--- src/rtl/swap_pkg.sv ---
// Shared definitions for the swap command sequencer.
//   cmd_op_e    : command opcode encodings carried on cmd_op
//   seq_state_e : sequencer FSM states
package swap_pkg;

  typedef enum logic [1:0] {
    OpWrite   = 2'b00,
    OpSwap    = 2'b01,
    OpNop     = 2'b10,
    OpIllegal = 2'b11
  } cmd_op_e;

  typedef enum logic [1:0] {
    StIdle  = 2'b00,
    StWrite = 2'b01,
    StSwap  = 2'b10,
    StGap   = 2'b11
  } seq_state_e;

  // Width of one queued command: opcode, two addresses and write data.
  function automatic int unsigned cmd_width(input int unsigned mem_width,
                                            input int unsigned data_width);
    return 2 + 2 * mem_width + data_width;
  endfunction

endpackage

--- src/rtl/cmd_fifo.sv ---
// Synchronous first-word-fall-through FIFO for sequencer commands.
//   clk, reset_n : clock, asynchronous active-low reset (empties the queue)
//   push, wdata  : write request and data; ignored while full
//   full         : no free entry
//   pop          : advance read pointer; ignored while empty
//   rdata        : head entry, valid whenever empty is low
//   empty        : no stored entry
module cmd_fifo #(
  parameter int unsigned Width = 8,
  parameter int unsigned Depth = 4
) (
  input  logic             clk,
  input  logic             reset_n,
  input  logic             push,
  input  logic [Width-1:0] wdata,
  output logic             full,
  input  logic             pop,
  output logic [Width-1:0] rdata,
  output logic             empty
);

  localparam int unsigned AddrW = $clog2(Depth);

  // One extra pointer bit distinguishes full from empty when the indices match.
  logic [AddrW:0]   wptr_q, rptr_q;
  logic [Width-1:0] mem_q [Depth];
  logic             do_push, do_pop;

  assign full    = (wptr_q[AddrW] != rptr_q[AddrW]) &&
                   (wptr_q[AddrW-1:0] == rptr_q[AddrW-1:0]);
  assign empty   = (wptr_q == rptr_q);
  assign do_push = push && !full;
  assign do_pop  = pop && !empty;
  assign rdata   = mem_q[rptr_q[AddrW-1:0]];

  always_ff @(posedge clk or negedge reset_n) begin
    if (!reset_n) begin
      wptr_q <= '0;
      rptr_q <= '0;
    end else begin
      if (do_push) wptr_q <= wptr_q + {{AddrW{1'b0}}, 1'b1};
      if (do_pop)  rptr_q <= rptr_q + {{AddrW{1'b0}}, 1'b1};
    end
  end

  // Storage needs no reset: entries are only read after being written.
  always_ff @(posedge clk) begin
    if (do_push) mem_q[wptr_q[AddrW-1:0]] <= wdata;
  end

endmodule

--- src/rtl/swap_cmd_seq.sv ---
// Command sequencer in front of a swap-capable register file.
// Commands are queued in cmd_fifo and replayed as registered write or swap strobes.
//   clk, reset_n             : clock, asynchronous active-low reset
//   cmd_valid/cmd_ready      : command handshake (cmd_ready = queue not full)
//   cmd_op                   : WRITE / SWAP / NOP / illegal
//   cmd_addr_a/_b, cmd_data  : command operands
//   we, address_w, data_w    : registered single-cycle write strobe and operands
//   swap, address_A/_B       : registered swap strobe (held SWAP_HOLD cycles) and operands
//   busy                     : queue non-empty or sequencer active
//   err                      : one-cycle pulse per dropped command
module swap_cmd_seq
  import swap_pkg::*;
#(
  parameter int unsigned mem_width  = 7,
  parameter int unsigned data_width = 8,
  parameter int unsigned FIFO_DEPTH = 4,
  parameter int unsigned SWAP_HOLD  = 3
) (
  input  logic                  clk,
  input  logic                  reset_n,
  input  logic                  cmd_valid,
  output logic                  cmd_ready,
  input  logic [1:0]            cmd_op,
  input  logic [mem_width-1:0]  cmd_addr_a,
  input  logic [mem_width-1:0]  cmd_addr_b,
  input  logic [data_width-1:0] cmd_data,
  output logic                  we,
  output logic [mem_width-1:0]  address_w,
  output logic [data_width-1:0] data_w,
  output logic                  swap,
  output logic [mem_width-1:0]  address_A,
  output logic [mem_width-1:0]  address_B,
  output logic                  busy,
  output logic                  err
);

  localparam int unsigned CmdW = cmd_width(mem_width, data_width);
  // The counter only has to reach SWAP_HOLD-1.
  localparam int unsigned CntW = (SWAP_HOLD > 1) ? $clog2(SWAP_HOLD) : 1;

  // Command queue
  logic            fifo_full, fifo_empty, fifo_pop;
  logic [CmdW-1:0] fifo_wdata, fifo_rdata;

  assign fifo_wdata = {cmd_op, cmd_addr_a, cmd_addr_b, cmd_data};

  cmd_fifo #(
    .Width (CmdW),
    .Depth (FIFO_DEPTH)
  ) u_cmd_fifo (
    .clk     (clk),
    .reset_n (reset_n),
    .push    (cmd_valid),
    .wdata   (fifo_wdata),
    .full    (fifo_full),
    .pop     (fifo_pop),
    .rdata   (fifo_rdata),
    .empty   (fifo_empty)
  );

  cmd_op_e               head_op;
  logic [mem_width-1:0]  head_addr_a, head_addr_b;
  logic [data_width-1:0] head_data;

  assign head_op     = cmd_op_e'(fifo_rdata[CmdW-1 -: 2]);
  assign head_addr_a = fifo_rdata[data_width + mem_width +: mem_width];
  assign head_addr_b = fifo_rdata[data_width +: mem_width];
  assign head_data   = fifo_rdata[data_width-1:0];

  // Sequencer state and output registers
  seq_state_e            state_q, state_d;
  logic [CntW-1:0]       cnt_q, cnt_d;
  logic                  we_q, we_d;
  logic                  swap_q, swap_d;
  logic                  err_q, err_d;
  logic [mem_width-1:0]  address_w_q, address_w_d;
  logic [data_width-1:0] data_w_q, data_w_d;
  logic [mem_width-1:0]  address_a_q, address_a_d;
  logic [mem_width-1:0]  address_b_q, address_b_d;

  always_comb begin
    state_d     = state_q;
    cnt_d       = cnt_q;
    we_d        = 1'b0;
    swap_d      = 1'b0;
    err_d       = 1'b0;
    address_w_d = address_w_q;
    data_w_d    = data_w_q;
    address_a_d = address_a_q;
    address_b_d = address_b_q;
    fifo_pop    = 1'b0;

    unique case (state_q)
      StSwap: begin
        if (cnt_q == '0) begin
          state_d = StGap;
        end else begin
          cnt_d  = cnt_q - CntW'(1);
          swap_d = 1'b1;
        end
      end

      // The edge that closes a WRITE or GAP cycle may already take the next
      // command, so back-to-back writes stream at one per cycle and a
      // queued command follows a swap directly after its single gap cycle.
      StIdle, StWrite, StGap: begin
        state_d = StIdle;
        if (!fifo_empty) begin
          fifo_pop = 1'b1;
          unique case (head_op)
            OpWrite: begin
              state_d     = StWrite;
              we_d        = 1'b1;
              address_w_d = head_addr_a;
              data_w_d    = head_data;
            end
            OpSwap: begin
              if (head_addr_a != head_addr_b) begin
                state_d     = StSwap;
                swap_d      = 1'b1;
                cnt_d       = CntW'(SWAP_HOLD - 1);
                address_a_d = head_addr_a;
                address_b_d = head_addr_b;
              end else begin
                // Self-swap is meaningless; drop it and flag.
                err_d = 1'b1;
              end
            end
            OpNop:     ;
            OpIllegal: err_d = 1'b1;
          endcase
        end
      end

      default: state_d = StIdle;
    endcase
  end

  always_ff @(posedge clk or negedge reset_n) begin
    if (!reset_n) begin
      state_q     <= StIdle;
      cnt_q       <= '0;
      we_q        <= 1'b0;
      swap_q      <= 1'b0;
      err_q       <= 1'b0;
      address_w_q <= '0;
      data_w_q    <= '0;
      address_a_q <= '0;
      address_b_q <= '0;
    end else begin
      state_q     <= state_d;
      cnt_q       <= cnt_d;
      we_q        <= we_d;
      swap_q      <= swap_d;
      err_q       <= err_d;
      address_w_q <= address_w_d;
      data_w_q    <= data_w_d;
      address_a_q <= address_a_d;
      address_b_q <= address_b_d;
    end
  end

  assign cmd_ready = !fifo_full;
  assign busy      = !fifo_empty || (state_q != StIdle);
  assign we        = we_q;
  assign swap      = swap_q;
  assign err       = err_q;
  assign address_w = address_w_q;
  assign data_w    = data_w_q;
  assign address_A = address_a_q;
  assign address_B = address_b_q;

endmodule

--- config.mk ---
export PLATFORM = sky130hd
export DESIGN_NAME = swap_cmd_seq
export DESIGN_NICKNAME = d
export VERILOG_FILES = /design/src/rtl/swap_pkg.sv /design/src/rtl/cmd_fifo.sv /design/src/rtl/swap_cmd_seq.sv
export SDC_FILE = /design/constraint.sdc
export NUM_CORES = 1
export LEC_CHECK = 0
export CAP_MARGIN = 20
export CORE_MARGIN = 1
export CORE_UTILIZATION = 50
export DETAILED_ROUTE_END_ITERATION = 10
export GPL_ROUTABILITY_DRIVEN = 1
export GPL_TIMING_DRIVEN = 0
export PLACE_DENSITY = 0.75
export REMOVE_ABC_BUFFERS = 1
export SLEW_MARGIN = 20
export SYNTH_ARGS = -nofsm -noshare
export SYNTH_HDL_FRONTEND = slang
export SYNTH_HIERARCHICAL = 1
export SYNTH_SLANG_ARGS = --single-unit
--- constraint.sdc ---
create_clock -name clk -period 2.75 [get_ports clk]
set_input_delay 0.825 -clock clk [delete_from_list [all_inputs] [get_ports clk]]
set_output_delay 0.825 -clock clk [all_outputs]
set_load 0.02 [all_outputs]
Word-level counts from Yosys, hierarchy flattened:

Memory sizes are Yosys's and may differ from the RTL's.
Cells that the tools add are included.

* mux-type cells: 26
* equality and inequality tests: 14
* $add $sub $neg: 3
* bitwise operators: 1
* reductions and logical operators: 14

Operators with widths (count)
* 1-bit 2-to-1 mux: 14
* 2-bit 2-to-1 mux: 7
* 2-bit one-hot mux with 2 select lines: 3
* 2-bit inequality test, second input constant: 5
* 4-bit AND reduction: 2
* 7-bit inequality test: 1
* 3-bit by 1-bit adder with 3-bit output, second input constant: 2
* 2-bit equality test, second input constant: 3
* 2-bit logical NOT: 3
* 2-bit by 1-bit equality test with 1-bit output, second input constant: 2
* 1-bit one-hot mux with 2 select lines: 2
* 3-bit equality test: 1
* 1-bit logical AND: 3
* 3-bit AND reduction: 1
* 3-bit OR reduction: 1
* 2-bit equality test: 1
* 1-bit logical NOT: 2
* 2-bit nonzero test: 1
* 2-bit by 1-bit subtractor with 2-bit output, second input constant: 1
* 1-bit logical OR: 1
* 1-bit inequality test: 1
* 1-bit inverter: 1

* memories kept: 1
* flip-flop bits (word level): 42
* RAM bits: 96
* word-level logic and storage cells: 70
* input port bits: 27
* output and inout bits: 34

Memories
* u_cmd_fifo.mem_q: depth 4, bits a word 24, read ports 1, clocked after Yosys merged registers in 0, write ports 1, line cmd_fifo.sv:26 `logic [Width-1:0] mem_q [Depth];`

Longest topological paths before layout:

Gate-level depths: netlist of run 1.

* depth after elaboration: 6
* gate-level depth with buffers: 8
* depth with buffers taken out: 6

Cells and area by module:

Netlist of run 1, hierarchy kept.

Modules (own cells, without submodules)
* cmd_fifo: times used 1, area each 3981.3 µm², sequential area each 3032.9 µm², cells each 174
* swap_cmd_seq: times used 1, area each 1507.7 µm², sequential area each 900.9 µm², cells each 99

Least setup slack after synthesis of run 1:

OpenSTA, ideal clock, no wires.

* kind: flip-flop to flip-flop
* start: reg u_cmd_fifo.rptr_q[0]
* end: reg address_a_q[0] (netlist: address_A[0])
* data required time: 2625 ps
* data arrival time: 2524 ps
* stages on the path, launching flop included: 9
* slack: 101 ps
* clock period less this slack: 2649 ps
* buffers on the path: 3
* library setup time: 125 ps
* path through: dfrtp_1 buf_6 buf_4 mux4_2 xor2_1 nor4_2 a311oi_4 buf_6 mux2_4

* longest elaborated chain between the ends: 3
* elaborated cells between the ends (all ways): 6
* those cells by class: eq/ne: 3; bitwise: 1; reduce/logical: 1; memory: 1

RTL lines
* start, declared: line cmd_fifo.sv:25 `logic [AddrW:0] wptr_q, rptr_q;`
* start signal, assigned: line cmd_fifo.sv:42 `if (do_pop) rptr_q <= rptr_q + {{AddrW{1'b0}}, 1'b1};`
* memory read 4 x 24 bit
* named net fifo_rdata[8]: line swap_cmd_seq.sv:43 `logic [CmdW-1:0] fifo_wdata, fifo_rdata;`
* 7-bit inequality test: line swap_cmd_seq.sv:118 `if (head_addr_a != head_addr_b) begin`
* 4-bit AND reduction (no source line)
* end signal, assigned: line swap_cmd_seq.sv:158 `address_a_q <= address_a_d;`
* end, declared: line swap_cmd_seq.sv:78 `logic [mem_width-1:0] address_a_q, address_a_d;`

The timed path passes the listed nets, and every way through them passes these cells.
A chain may end at the register's enable or synchronous reset.

Final worst setup path of run 1:

* start: reg u_cmd_fifo.rptr_q[0]
* end: reg address_b_q[6] (netlist: address_B[6])

* longest elaborated chain between the ends: 3
* elaborated cells between the ends (all ways): 6
* those cells by class: eq/ne: 3; bitwise: 1; reduce/logical: 1; memory: 1

RTL lines
* memory read 4 x 24 bit
* named net fifo_rdata[8]: line swap_cmd_seq.sv:43
* 7-bit inequality test: line swap_cmd_seq.sv:118
* 4-bit AND reduction (no source line)
* end signal, assigned: line swap_cmd_seq.sv:159 `address_b_q <= address_b_d;`
* end, declared: line swap_cmd_seq.sv:79 `logic [mem_width-1:0] address_b_q, address_b_d;`

The timed path passes the listed nets, and every way through them passes these cells.

==> metrics.md, run 1 <==
| Metric | Value |
|---|---|
| Run status | finished, final reports clean |
| Deepest clock path buffer count | 2 |
| Total Power | 9.52 mW |
| CTS tree | done |
| DR WL/cell | 20.7 um |
| Filler instances | 692 |
| Clock share of power | 24.0% |
| Crit-path slowest cell | mux4_2 |
| #FFs+latches synth | 138 |
| Clock-pin slew on the worst setup and hold paths | 60 ps |
| I/O Buffers | 60 |
| CP endpoint kind | register |
| Area occupied by multi-input gates | 0.00161 mm2 |
| Sw power | 3.17 mW |
| Initial antenna violation count | 0 |
| Most used DFF post-synth | edfxtp_1 |
| Top Ports | 61 |
| FP Rows | 37 |
| Vias per cell | 5.53 |
| Comb pwr share | 42.3% |
| Worst Tran Pin Value | 691 ps |
| Post-synth EDFFs | 96 |
| Die area | 0.0114 mm2 |
| Cell count after synthesis | 273 |
| 1st-iter DRT viols | 147 |
| F_max | 0.372 GHz |
| Number of global-route vias before repair | 3,147 |
| Worst endpoint required time | 3140 ps |
| Post-route ant nets | 0 |
| Global router's overall resource usage | 20.7% |
| Max-slew headroom | 53.9% |
| Die Span X | 107 um |
| CP cell instances | buf_12, mux4_2, xor2_2, nor4_4, a311oi_4, buf_4, buf_6, mux2_2 |
| Final net count | 402 |
| Commonest cells post-synth | edfxtp_1, dfrtp_1, mux4_2 |
| Synth Area per Inst | 20.1 um2 |
| Total CTS buffers | 17 |
| Period utilisation layout | 97.7% |
| Crit path time final | 2690 ps |
| Post-DP HPWL | 6100 um |
| Final Skew | 10.5 ps |
| H-tree Lvls | 4 |
| Layout area overhead | 31.0% |
| Final max-slew violation count | 0 |
| Pint | 6.35 mW |
| Largest cells by area after synthesis | edfxtp_1, dfrtp_1, mux4_2 |
| MaxCap Viol Count | 0 |
| Largest net degree at the start of global routing | 29 |
| Root buf cell | clkbuf_8 |
| Overflow after GRT | 0 |
| Final setup viols | 0 |
| Arrival time worst endpoint | 3080 ps |
| Pwr/cell area | 1320 mW/mm2 |
| Drt drc | 0 |
| Total number of vias | 2,862 |
| Sequential fraction of the synthesis area | 71.7% |
| Die H | 107 um |
| Top cell type by total area after synthesis | edfxtp_1 |
| Clock network latency to the later pin of the worst-skew pair | 520 ps |
| Final Hold Slack | 238 ps |
| First-pass GRT wire length | 16,800 um |
| Placed insts | 466 |
| Share of layout cells above drive strength 1 | 37.2% |
| Setup_tns | 0 ps |
| Setup Crit Path Kind | reg -> reg |
| Crit-path max FO | 14 |
| Clock sinks | 138 |
| Setup ws final | 62.0 ps |
| Share of flip-flops with an asynchronous set or reset | 30.4% |
| Final hold vios | 0 |
| Slowest Stage Delay on Critical Path | 560 ps |
| # hold bufs at CTS | 0 |
| Count leader, synth | edfxtp_1 |
| Setup WS pre-CTS | -444 ps |
| Core ar. | 0.0105 mm2 |
| Startpoint Class | register |
| Reg area | 0.00395 mm2 |
| Yosys cell types | 36 |
| Seq pwr share | 33.8% |
| First drt pass iteration count | 4 |
| VDD IR max | 0.571 mV |
| Ys Warns | 6 |
| Sw Share | 33.3% |
| Post-Route WL | 10,700 um |
| Antenna Cells | 0 |
| HP Class | in -> async |
| Post-synth top area share | 52.5% |
| Leak | 2.60 nW |
| Starting Density | 52.5% |
| Mapped cell area | 0.00549 mm2 |
| GPL Wtd Cong | 0.767 |
| Fin cells | 518 |
==> worst max-delay path, delay by kind of cell, from the launching register on <==
kind / cells / cell delay (ps)
AO/OA/AOI/OAI: 1 / 330
flip-flops: 1 / 480
XOR/XNOR: 1 / 280
multiplexers: 2 / 900
buffers and inverters: 3 / 500
AND/OR/NAND/NOR: 1 / 90
==> layout make-up <==
type	count	area share, %
clock buffers	18	5.81
clock inverters	14	2.49
inverters	7	0.365
multi-input cells	120	22.4
flip-flops and latches	138	54.9
well taps	136	2.37
repair buffers	85	11.7
==> through the flow <==
| stage | instance area, um2 | util [%] |
|---|---|---|
| after floorplan | 5430 | - |
| after CTS | 7080 | 67.7 |
| after global placement | 6200 | 59.3 |
| after detailed placement | 6300 | 60.2 |
| after global routing | 7190 | 68.7 |
| final | 7190 | 68.7 |
==> worst paths after layout <==
path / depth (start not counted) / start / to / slack, ps
worst max-delay path: 8 / u_cmd_fifo/rptr_q[0] / address_B[6] / 60
worst min-delay path: 1 / reset_n / address_A[3] / 240
worst max register to register: 8 / u_cmd_fifo/rptr_q[0] / address_B[6] / 60
worst min register to register: 1 / address_w[5] / address_w[5] / 510
max in group asynchronous: 2 / reset_n / u_cmd_fifo/rptr_q[0] / 2000
min in group clk: 1 / address_w[5] / address_w[5] / 510
==> metal layers <==
metal | routed length, um | up-vias | track usage (%)
met3 | 374 | 13 | 5.05
met5 | 0 | - | 0
met2 | 5720 | 70 | 35.1
met4 | 214 | 0 | 9.98
li1 | - | 1262 | -
met1 | 4440 | 1517 | 24.8
==> power groups by stage <==
stage	Clock [mW]	Sequential [mW]	Combinational (mW)
6_report	2.28	3.22	4.03
3_5_place_dp	0	3.30	3.37
2_1_floorplan	0	3.55	1.89
5_1_grt	2.41	3.28	4.27
3_3_place_gp	0	3.35	3.12
4_1_cts	2.31	3.23	3.76
==> layout by cell type (no fill, tap or decap), types with 4 or more instances in the layout <==
cell,count
xor2_2,4
nor2_1,5
mux2_2,23
inv_1,7
clkbuf_16,16
buf_4,17
ha_1,6
bufinv_16,4
mux2_4,6
o31ai_2,4
clkdlybuf4s50_1,57
edfxtp_1,96
mux4_2,24
dfrtp_1,36
nand2_1,6
dfrtp_2,4
a21oi_1,4
==> logic make-up after synthesis <==
logic type      count (synthesis)  share of synthesized area (%)
compound gates                 19                           3.33
xor+xnor                       16                           2.96
fa+ha+maj                       6                           1.37
buf+inv                        15                           1.57
flops                         138                           71.7
mux                            53                           16.2
simple gates                   26                           2.90
==> registers in the layout, summed over array words and instances, names as in the netlist, 2 cells and up <==
register / count
u_cmd_fifo/mem_q: 96
data_w: 8
address_A: 7
address_B: 7
address_w: 7
u_cmd_fifo/rptr_q: 3
u_cmd_fifo/wptr_q: 3
cnt_q: 2
state_q: 2
==> what timing repair did <==
item / in CTS / in global routing
cloned: 0 / 1
setup endpoints to repair: 35 / 19
resized for setup: 18 / 8
buffers inserted: 11 / 8
pin swaps: 6 / 2
Note: power is estimated with default switching activity, not from simulation.
==> run 2: changes to the inputs <==
- RECOVER_POWER: unset -> 50
==> metrics.md, run 2 (synthesis gave the netlist of run 1 again) <==
| Metric | Value |
|---|---|
| Run status | finished, final reports clean |
| Reg-to-reg startpoint | u_cmd_fifo/rptr_q[0] |
| Final net count | 402 (unchanged) |
| Worst endpoint required time | 3150 ps (about the same) |
| Reg2Reg Depth | 8 (unchanged) |
| Drt drc | 0 (unchanged) |
| Final max-slew violation count | 0 (unchanged) |
| Setup Crit Path Kind | reg -> reg |
| Startpoint Class | register |
| Post-route ant nets | 0 (unchanged) |
| Global router's overall resource usage | 20.7% (unchanged) |
| Final hold vios | 0 (unchanged) |
| Pwr/cell area | 1320 mW/mm2 (about the same) |
| Number of global-route vias before repair | 3,147 (unchanged) |
| Number of flip-flops in the largest register | 96 (unchanged) |
| Crit path time final | 2690 ps (+1.09 ps) |
| Overflow after GRT | 0 (unchanged) |
| Deepest clock path buffer count | 2 (unchanged) |
| Final Hold Slack | 438 ps (+200 ps) |
| Final Skew | 10.0 ps (-0.495 ps) |
| Total number of vias | 2,853 (-0.31%) |
| Share of layout cells above drive strength 1 | 36.4% (-0.79 points) |
| I/O Buffers | 60 (unchanged) |
| Worst Tran Pin Value | 959 ps (+268 ps) |
| Top Ports | 61 (unchanged) |
| HP Class | in -> async |
| Most frequent cells in the layout | edfxtp_1, dfrtp_1, clkdlybuf4s50_1 |
| Max-slew headroom | 36.1% (-18 points) |
| Leak | 2.61 nW (+0.15%) |
| VDD IR max | 0.575 mV (+0.75%) |
| Post-Route WL | 10,800 um (+0.12%) |
| Layout area overhead | 30.7% |
| First-pass GRT wire length | 16,800 um (unchanged) |
| Largest net degree at the start of global routing | 29 (unchanged) |
| Initial antenna violation count | 0 (unchanged) |
| Clock-pin slew on the worst setup and hold paths | 60 ps (about the same) |
| 1st-iter DRT viols | 155 (+5.4%) |
| Post-DP HPWL | 6100 um (unchanged) |
| Vias per cell | 5.51 (-0.31%) |
| Die area | 0.0114 mm2 (unchanged) |
| Total Power | 9.50 mW (-0.31%) |
| Period utilisation layout | 97.8% (about the same) |
| Commonest non-fill, non-tap cell in the layout | edfxtp_1 |
| R2R setup slack | 60 ps (about the same) |
| Final setup viols | 0 (unchanged) |
| First drt pass iteration count | 5 (+1) |
| FP Rows | 37 (unchanged) |
| CP endpoint kind | register |
| F_max | 0.372 GHz (about the same) |
| Antenna Cells | 0 (unchanged) |
| DR WL/cell | 20.8 um (+0.12%) |
| Starting Density | 52.5% (unchanged) |
| Core ar. | 0.0105 mm2 (unchanged) |
| GPL Wtd Cong | 0.767 (unchanged) |
| H-tree Lvls | 4 (unchanged) |
| Root buf cell | clkbuf_8 |
| MaxCap Viol Count | 0 (unchanged) |
| Arrival time worst endpoint | 3090 ps (about the same) |
| Total CTS buffers | 17 (unchanged) |
| Clock sinks | 138 (unchanged) |
| Clock network latency to the later pin of the worst-skew pair | 520 ps (about the same) |
| Worst reg2reg path endpoint | address_B[6] |
| Die H | 107 um (unchanged) |
| Crit-path max FO | 14 (unchanged) |
| Die Span X | 107 um (unchanged) |
| CTS tree | done |
==> run 2: changes by cell type in the layout (fill, tap and decap cells not counted), sizes merged <==
| cell | before | now |
|---|---|---|
| clkdlybuf4s50 | 57 | 32 |
| dlygate4sd3 | 0 | 25 |
| buf | 26 | 25 |
| clkbuf | 19 | 20 |
==> run 2: timing repair <==
| action | CTS | global route |
|---|---|---|
| endpoints found under the setup margin | 35 | 19 |
| cloned | 0 | 1 |
| hold buffers | 0 | 0 |
| pin swaps | 6 | 2 |
| setup buffers | 11 | 8 |
| gates resized for setup | 18 | 8 |
==> run 2: worst max path at each step <==
stage	start	to	slack, ps
final	u_cmd_fifo/rptr_q[0]	address_B[6]	60
after floorplan	u_cmd_fifo/rptr_q[0]	address_A[5]	-680
after detailed placement	u_cmd_fifo/rptr_q[0]	address_B[2]	-440
after global placement	u_cmd_fifo/rptr_q[0]	address_B[4]	-1640
after CTS	u_cmd_fifo/rptr_q[0]	address_A[3]	3
after global routing	u_cmd_fifo/rptr_q[0]	address_B[3]	-1
==> run 2: layout make-up <==
cell class                      count  area [um2]
Multi-Input combinational cell    120        1600
Fill cell                         695        3290
Tap cell                          136         170
Inverter                            7        26.3
Clock buffer                       18         418
Timing Repair Buffer               85         841
Sequential cell                   138        3950
Clock inverter                     14         179
==> run 2: power breakdown <==
group          switching [mW]  internal [mW]  total (mW)  leakage (nW)
sequential              0.318           2.90        3.21          1.38
combinational            2.01           1.99        3.99         0.942
clock                   0.830           1.46        2.29         0.287
==> run 2: per-stage QoR <==
step	worst slack, ps	utilization, %	setup TNS (ps)	cell area, um2	instances
global route	-1.17	68.6	-1.17	7180	518
finish	60.9	68.6	0	7180	518
CTS	3.14	67.7	0	7080	509
floorplan	-679	-	-21670	5430	265
detailed placement	-444	60.2	-7430	6300	466
global placement	-1640	59.3	-173290	6200	461
==> run 2: worst max-delay path, cell delays in order, from the launching register on <==
cell	delay (ps)
dfrtp_4	480
buf_12	180
mux4_2	560
xor2_2	280
nor4_4	90
a311oi_4	330
buf_4	180
buf_6	140
mux2_2	340
==> run 2: per-layer routing <==
metal  global-route usage, %  share of wire (%)  vias up
met1                    24.8                 41     1512
met2                    35.1                 53       64
met4                    9.98                2.0        0
met5                       0                  0        -
li1                        -                  -     1265
met3                    5.05                3.4       12
